## src/rtl/mem_arb_pkg.sv

```systemverilog
`default_nettype none
// =============================================================================
// Module   : mem_arb_pkg
// Purpose  : Shared types and access-mode constants for the memory arbiter.
// Revision : 1.0 - initial release
// =============================================================================
package mem_arb_pkg;

    typedef enum logic [1:0] {
        IDLE     = 2'd0,
        SERVE_IF = 2'd1,
        SERVE_DM = 2'd2
    } arb_state_t;

    typedef enum logic {
        GNT_IF = 1'b0,
        GNT_DM = 1'b1
    } grant_t;

    // funct3 load/store width encodings
    localparam logic [2:0] MODE_B  = 3'b000;
    localparam logic [2:0] MODE_H  = 3'b001;
    localparam logic [2:0] MODE_W  = 3'b010;
    localparam logic [2:0] MODE_BU = 3'b100;
    localparam logic [2:0] MODE_HU = 3'b101;

endpackage : mem_arb_pkg
`default_nettype wire

```

## src/rtl/arb_watchdog.sv

```systemverilog
`default_nettype none
// =============================================================================
// Module   : arb_watchdog
// Purpose  : Saturating wait counter; expire flags an access stuck TIMEOUT cycles.
// Revision : 1.0 - initial release
// =============================================================================
module arb_watchdog #(
    parameter int TIMEOUT = 255
) (
    input  logic clk,
    input  logic rst,
    input  logic clear,
    input  logic enable,
    output logic expire
);

    localparam int              CW      = $clog2(TIMEOUT + 1);
    localparam logic [CW-1:0]   c_limit = CW'(TIMEOUT);

    logic [CW-1:0] r_count;

    // Saturates at the limit so a stale count cannot wrap while idle.
    always_ff @(posedge clk) begin
        if (rst) begin
            r_count <= '0;
        end else if (clear) begin
            r_count <= '0;
        end else if (enable && (r_count != c_limit)) begin
            r_count <= r_count + CW'(1);
        end
    end

    assign expire = (r_count == c_limit);

endmodule : arb_watchdog
`default_nettype wire

```

## src/rtl/mem_arbiter.sv

```systemverilog
`default_nettype none
// =============================================================================
// Module   : mem_arbiter
// Purpose  : Shares one single-ported memory between fetch and data ports with
//            alternating fairness, per-port stalls and an access watchdog.
// Revision : 1.0 - initial release
// =============================================================================
module mem_arbiter
    import mem_arb_pkg::*;
#(
    parameter int WIDTH   = 32,
    parameter int TIMEOUT = 255
) (
    input  logic             clk,
    input  logic             rst,
    input  logic             if_req,
    input  logic [WIDTH-1:0] if_addr,
    output logic [WIDTH-1:0] if_rdata,
    output logic             if_ready,
    input  logic             dm_req,
    input  logic             dm_we,
    input  logic [2:0]       dm_mode,
    input  logic [WIDTH-1:0] dm_addr,
    input  logic [WIDTH-1:0] dm_wdata,
    output logic [WIDTH-1:0] dm_rdata,
    output logic             dm_ready,
    output logic             mem_req,
    output logic             mem_we,
    output logic [2:0]       mem_mode,
    output logic [WIDTH-1:0] mem_addr,
    output logic [WIDTH-1:0] mem_wdata,
    input  logic             mem_ack,
    input  logic [WIDTH-1:0] mem_rdata,
    output logic             stall_if,
    output logic             stall_mem,
    output logic             err
);

    arb_state_t       r_state;
    arb_state_t       w_next_state;
    grant_t           r_last_grant;
    logic             r_mem_we;
    logic [2:0]       r_mem_mode;
    logic [WIDTH-1:0] r_mem_addr;
    logic [WIDTH-1:0] r_mem_wdata;
    logic             r_err;

    logic             w_grant_if;
    logic             w_grant_dm;
    logic             w_serving;
    logic             w_expire;
    logic             w_done;
    logic             w_timeout;
    logic [WIDTH-1:0] w_rdata;

    assign w_serving = (r_state == SERVE_IF) || (r_state == SERVE_DM);
    // A real acknowledge wins over a simultaneous watchdog expiry.
    assign w_done    = w_serving && (mem_ack || w_expire);
    assign w_timeout = w_serving && !mem_ack && w_expire;
    assign w_rdata   = (mem_ack && !r_mem_we) ? mem_rdata : '0;

    arb_watchdog #(
        .TIMEOUT (TIMEOUT)
    ) u_watchdog (
        .clk    (clk),
        .rst    (rst),
        .clear  (w_grant_if || w_grant_dm),
        .enable (w_serving && !mem_ack),
        .expire (w_expire)
    );

    always_ff @(posedge clk) begin
        if (rst) begin
            r_state <= IDLE;
        end else begin
            r_state <= w_next_state;
        end
    end

    always_comb begin
        w_next_state = r_state;
        w_grant_if   = 1'b0;
        w_grant_dm   = 1'b0;
        case (r_state)
            IDLE: begin
                // Data port wins a tie unless it was the last one served.
                if (dm_req && (!if_req || (r_last_grant == GNT_IF))) begin
                    w_grant_dm   = 1'b1;
                    w_next_state = SERVE_DM;
                end else if (if_req) begin
                    w_grant_if   = 1'b1;
                    w_next_state = SERVE_IF;
                end
            end
            SERVE_IF, SERVE_DM: begin
                if (w_done) begin
                    w_next_state = IDLE;
                end
            end
            default: begin
                w_next_state = IDLE;
            end
        endcase
    end

    always_comb begin
        mem_req   = w_serving;
        if_ready  = (r_state == SERVE_IF) && w_done && !rst;
        dm_ready  = (r_state == SERVE_DM) && w_done && !rst;
        if_rdata  = (r_state == SERVE_IF) ? w_rdata : '0;
        dm_rdata  = (r_state == SERVE_DM) ? w_rdata : '0;
        stall_if  = if_req && !if_ready;
        stall_mem = dm_req && !dm_ready;
    end

    always_ff @(posedge clk) begin
        if (rst) begin
            r_last_grant <= GNT_IF;
            r_mem_we     <= 1'b0;
            r_mem_mode   <= '0;
            r_mem_addr   <= '0;
            r_mem_wdata  <= '0;
            r_err        <= 1'b0;
        end else begin
            if (w_grant_dm) begin
                r_last_grant <= GNT_DM;
                r_mem_we     <= dm_we;
                r_mem_mode   <= dm_mode;
                r_mem_addr   <= dm_addr;
                r_mem_wdata  <= dm_wdata;
            end else if (w_grant_if) begin
                r_last_grant <= GNT_IF;
                r_mem_we     <= 1'b0;
                r_mem_mode   <= MODE_W;
                r_mem_addr   <= if_addr;
                r_mem_wdata  <= '0;
            end
            if (w_timeout) begin
                r_err <= 1'b1;
            end
        end
    end

    assign mem_we    = r_mem_we;
    assign mem_mode  = r_mem_mode;
    assign mem_addr  = r_mem_addr;
    assign mem_wdata = r_mem_wdata;
    assign err       = r_err;

endmodule : mem_arbiter
`default_nettype wire

```

## config.mk

```make
export PLATFORM = sky130hd
export DESIGN_NAME = mem_arbiter
export DESIGN_NICKNAME = d
export VERILOG_FILES = /design/src/rtl/mem_arb_pkg.sv /design/src/rtl/arb_watchdog.sv /design/src/rtl/mem_arbiter.sv
export SDC_FILE = /design/constraint.sdc
export NUM_CORES = 1
export LEC_CHECK = 0
export ABC_AREA = 1
export CORE_ASPECT_RATIO = 0.7
export CORE_UTILIZATION = 32
export DETAILED_ROUTE_END_ITERATION = 8
export HOLD_SLACK_MARGIN = 0.1
export PLACE_DENSITY_LB_ADDON = 0.15
export SLEW_MARGIN = 15
export SYNTH_ARGS = -nofsm -noshare
export SYNTH_HDL_FRONTEND = slang
export SYNTH_SLANG_ARGS = --single-unit
```

## constraint.sdc

```tcl
create_clock -name clk -period 1.6 [get_ports clk]
set_input_delay 0.32 -clock clk [delete_from_list [all_inputs] [get_ports clk]]
set_output_delay 0.32 -clock clk [all_outputs]
set_load 0.02 [all_outputs]
```

Word-level counts from Yosys, hierarchy flattened
Index checks and enable logic that the tools add are counted.
{ "totals": {"in_bits": 137, "ff_bits": 80, "wordCells": 64, "output_inout_bits": 138} }
{ "classes": {"n_reduce_logical": 27, "addsub": 1, "n_eq_ne": 6, "muxes": 21, "bitwise_logic": 1} }
{ "ops": {"columns": ["cell", "n"], "rows": [
  ["$mux W32", 7],
  ["$logic_and A1 B1 Y1", 12],
  ["$add A8 B1 Y8 const B", 1],
  ["$eq A8 B8 Y1 const B", 1],
  ["$mux W1", 8],
  ["$ne A8 B8 Y1 const B", 1],
  ["$logic_not A1 Y1", 6],
  ["$mux W2", 3],
  ["$mux W3", 2],
  ["$logic_or A1 B1 Y1", 4],
  ["$pmux W2 S2", 1],
  ["$reduce_or A2 Y1", 2],
  ["$ne A3 B3 Y1 const B", 1],
  ["$eq A2 B1 Y1 const B", 1],
  ["$eq A2 B2 Y1 const B", 1],
  ["$logic_not A2 Y1", 1],
  ["$ne A2 B2 Y1 const B", 1],
  ["$reduce_and A2 Y1", 1],
  ["$reduce_bool A2 Y1", 1],
  ["$not A1 Y1", 1]
]} }

Depth between registers and ports, before layout
{ "depth": {"depth_word": 7, "depth_mapped": 9, "ltp_nobuf": 8} }

Cells and area by module
Synthesis repeated with hierarchy kept, for this count alone.
{ "unflattened": {"hier_cells": 659, "area_unflattened_um2": 4239.1} }
{ "by_module_without_submodules": {"columns": ["mod", "instances", "seq_area_each_um2", "area_each_um2", "cells_each"], "rows": [
  ["mem_arbiter", 1, 1441.4, 3782.4, 587],
  ["arb_watchdog", 1, 160.2, 456.7, 72]
]} }

Worst setup path before layout
No wires, ideal clock.
{ "synth_path": {"path_type": "reg2out", "start": "register r_state[0]", "end": "output dm_rdata[10]", "t_required_ps": 1280, "t_arrival_ps": 1317, "path_slack_ps": -37, "path_stages_with_launch": 6, "path_buffers": 1, "cell_sequence": "dfxtp_1 inv_1 ha_1 inv_1 clkbuf_1 nor3_1"} }
{ "synth_between": {"elab_chain_len": 2} }
{ "synth_lines": {"columns": ["element", "line", "rtl"], "rows": [
  ["from (decl)", "mem_arbiter.sv:39", "arb_state_t r_state;"],
  ["from (signal assigned)", "mem_arbiter.sv:76", "r_state <= w_next_state;"],
  ["$eq A2 B2 Y1", "mem_arbiter.sv:111", "dm_rdata = (r_state == SERVE_DM) ? w_rdata : '0;"],
  ["$mux W32", "mem_arbiter.sv:111", null],
  ["to (decl)", "mem_arbiter.sv:25", "output logic [WIDTH-1:0] dm_rdata,"]
]} }
Every way passes these cells.

Final worst setup path
{ "layout_path": {"start": "register r_state[0]", "end": "output dm_rdata[19]"} }
Same word-level chain as after synthesis.

==> out/results.md <==
### Global route
- **initial antenna violation count** 0
- **pin count of the biggest net entering global routing** 65
- **total congestion overflow after global routing** 0
- **first-pass GRT wire length** 21.6 mm
- **gr usage total** 0.213
- **number of global-route vias before repair** 4520

### Routing
- **DRT Wirelength** 15.4 mm
- **starting DRC count in detailed routing** 161
- **total via count after detailed routing** 4910
- **wire length per cell after detailed routing** 14.7 um
- **Pre-Repair DR Iteration Count** 4
- **routed via count divided by cell count** 4.69
- **DRC viols** 0
- **Antenna Violating Nets Remaining** 0

### Power and ir drop
- **post-layout power** 7.15 mW
- **Cell Pwr Density** 894 mW/mm2
- **worst vdd ir** 664 uV
- **LEAKAGE** 4.09 nW

### Clock network
- **clock sink count** 80
- **CTS tree** yes
- **maximum buffer depth of the clock tree** 2
- **root buffer cell** sky130_fd_sc_hd__clkbuf_16
- **H-tree depth** 3
- **later-pin clock latency in the skew report** 330 ps
- **clock buffer count from CTS** 9
- **clock-pin slew reported for the worst setup and hold paths after clock tree synthesis** 60 ps

### STA
- **post-layout worst setup margin** -310 ps
- **final number of hold-violating endpoints** 0
- **worst-margin pin slew** 273 ps
- **number of endpoints failing setup at the final stage** 68
- **relative slew slack** 0.817
- **share of the clock period used by the worst path after layout** 1.19
- **RSZ-0062 raised after global routing** yes
- **count of pins over their slew limit** 0
- **maximum frequency from static timing analysis** 524 MHz
- **largest clock skew in the final design** 7.64 ps
- **Min Clock Period, post-route** 1910 ps

### Setup path
- **CP Data Arrival Time** 1590 ps
- **cell with the largest stage delay on the worst path** sky130_fd_sc_hd__dfxtp_2
- **CP Launch Type** flop
- **Largest stage delay, worst path** 330 ps
- **cell-by-cell listing of the critical path** inv_2, ha_2, inv_4, buf_12, nor3_1, buf_4
- **CP required** 1280 ps
- **category of the critical setup timing path** reg2out
- **Crit Path Max Fanout** 11
- **Worst Setup End Kind** output port

### Placement
- **count of input and output buffers** 274
- **routability cong.** 0.764
- **Detail Placement HPWL** 10.6 mm
- **placed standard-cell area** 0.00709 mm2

### Yosys
- **synthesized area per cell** 6.78 um2
- **post-synthesis instance area** 0.00394 mm2
- **synthesized-area fraction occupied by adder cells** 0.0127
- **synthesized instance count** 580
- **register area share after synthesis** 0.407
- **largest family of logic cells by synthesized area** simple AND/OR/NAND/NOR gates
- **compound-cell area share of the yosys netlist** 0.0925
- **cells taking the most area after synthesis** sky130_fd_sc_hd__dfxtp_1, sky130_fd_sc_hd__nand2_1, sky130_fd_sc_hd__nor3_1
- **synth warn** 0
- **library cells used by synthesis** 25
- **multiplexer fraction of the synthesized cell area** 0
- **share of the synthesized area in the top cell type** 0.407
- **cell taking the most area after synthesis** sky130_fd_sc_hd__dfxtp_1
- **XOR/XNOR Fraction of Synth Area** 0.00668
- **total nets after synthesis** 721
- **synthesized-area fraction occupied by and/or/nand/nor cells** 0.350
- **total of flip-flops plus latches after synthesis** 80

### Die
- **height of the die** 94.8 um
- **die area** 0.0128 mm2
- **Top-Level Pins** 275
- **number of standard-cell rows in the floorplan** 33
- **effective utilization at floorplan** 0.332
- **chip width** 135 um
- **core area** 0.0119 mm2

### Cells and area
- **total non-filler cell area in the finished layout** 0.00800 mm2
- **ratio of cells with drive above 1 in the final layout** 0.269
- **Layout area overhead** 103%
- **number of inserted diodes** 0
- **final-stage net count** 1026

### Run status
- **outcome** finished, violations left
- **violated checks** setup timing

### Worst hold path
- **Hold Path Class** reg2reg

### Run
- **# Max-Cap Violations** 0

-- timing repair --
action                     4_1_cts  5_1_grt
hold buffers                     0        0
resized for setup              488      108
setup buffers                    1        5
pin swaps                        7       12
cloned                           0       10
setup endpoints to repair      137       95
-- state kept, by name (all words and copies together) (netlist names) --
register            flops
mem_mode                3
mem_addr               32
u_watchdog.r_count      8
err                     1
mem_wdata              32
r_last_grant            1
r_state                 2
mem_we                  1
-- cells by family after synthesis --
| family | count (synthesis) |
|---|---|
| buffers and inverters | 123 |
| adders and majority gates | 4 |
| DFF | 80 |
| AOI/OAI and AO/OA | 49 |
| xor gates and xnor gates | 3 |
| and+or+nand+nor | 321 |
-- per-layer routing --
layer  GRT usage  vias to the layer above  share of wire
met2       0.382                      165           0.50
met3      0.0660                       29          0.070
met1       0.243                     2262           0.41
met5           0                        -              0
li1            -                     2454              -
met4      0.0702                        0          0.020
-- area by class of cell --
class                      count  area, um2
inverter                      86        330
timing repair buffer         331       3240
sequential                    80       1610
tap                          157        196
multi-input combinational    377       2270
clock buffer                   9        225
fill                         959       3850
clock inverter                 7        126
-- worst max-delay path: cells and delay by family, from the launching register on --
kind / cells / cell delay (ps)
fa+ha+maj: 1 / 210
buf+inv: 4 / 480
simple gates: 1 / 230
flops: 1 / 330
-- cells in the final DEF, fill, tap and decap left out, drive strengths merged, types with 19 or more instances in the layout --
cell type / count
nor3: 67
clkdlybuf4s50: 133
buf: 120
nand3: 40
dfxtp: 80
dlygate4sd2: 57
nand2: 193
nor2: 19
inv: 89
o211ai: 32
-- worst paths after layout --
check                 from                     to  slack (ps)  depth (start not counted)
max reg2reg     r_state[0]  u_watchdog.r_count[7]          70                          9
max             r_state[0]           dm_rdata[19]        -310                          6
min reg2reg  mem_wdata[13]          mem_wdata[13]         440                          2
min          mem_wdata[13]          mem_wdata[13]         440                          2
-- synth_stat cells (all sizes together) --
library cell  count
o21ai             7
inv              86
dfxtp            80
ha                4
a21oi             9
xor2              3
nor3             67
nand4             2
o211ai           32
o21a              1
nand3            40
nor2             19
buf              17
nand2           193
clkbuf           20
-- per-stage QoR --
step / utilization / hold WS (ps) / TNS, ps / instances / worst slack, ps
2_1_floorplan: - / 389 / -1970 / 580 / -36.8
3_3_place_gp: 0.598 / 428 / -53600 / 1015 / -639
3_5_place_dp: 0.598 / 436 / -56070 / 1015 / -652
4_1_cts: 0.619 / 447 / -15790 / 1032 / -266
5_1_grt: 0.675 / 467 / -21100 / 1047 / -397
6_report: 0.675 / 443 / -15800 / 1047 / -310
-- where the power goes --
part	internal, mW	total [mW]	switching (mW)
clock network	1.55	2.40	0.852
logic	1.11	2.43	1.32
registers	2.21	2.32	0.109
No activity file was read; power rests on OpenSTA's default activity.
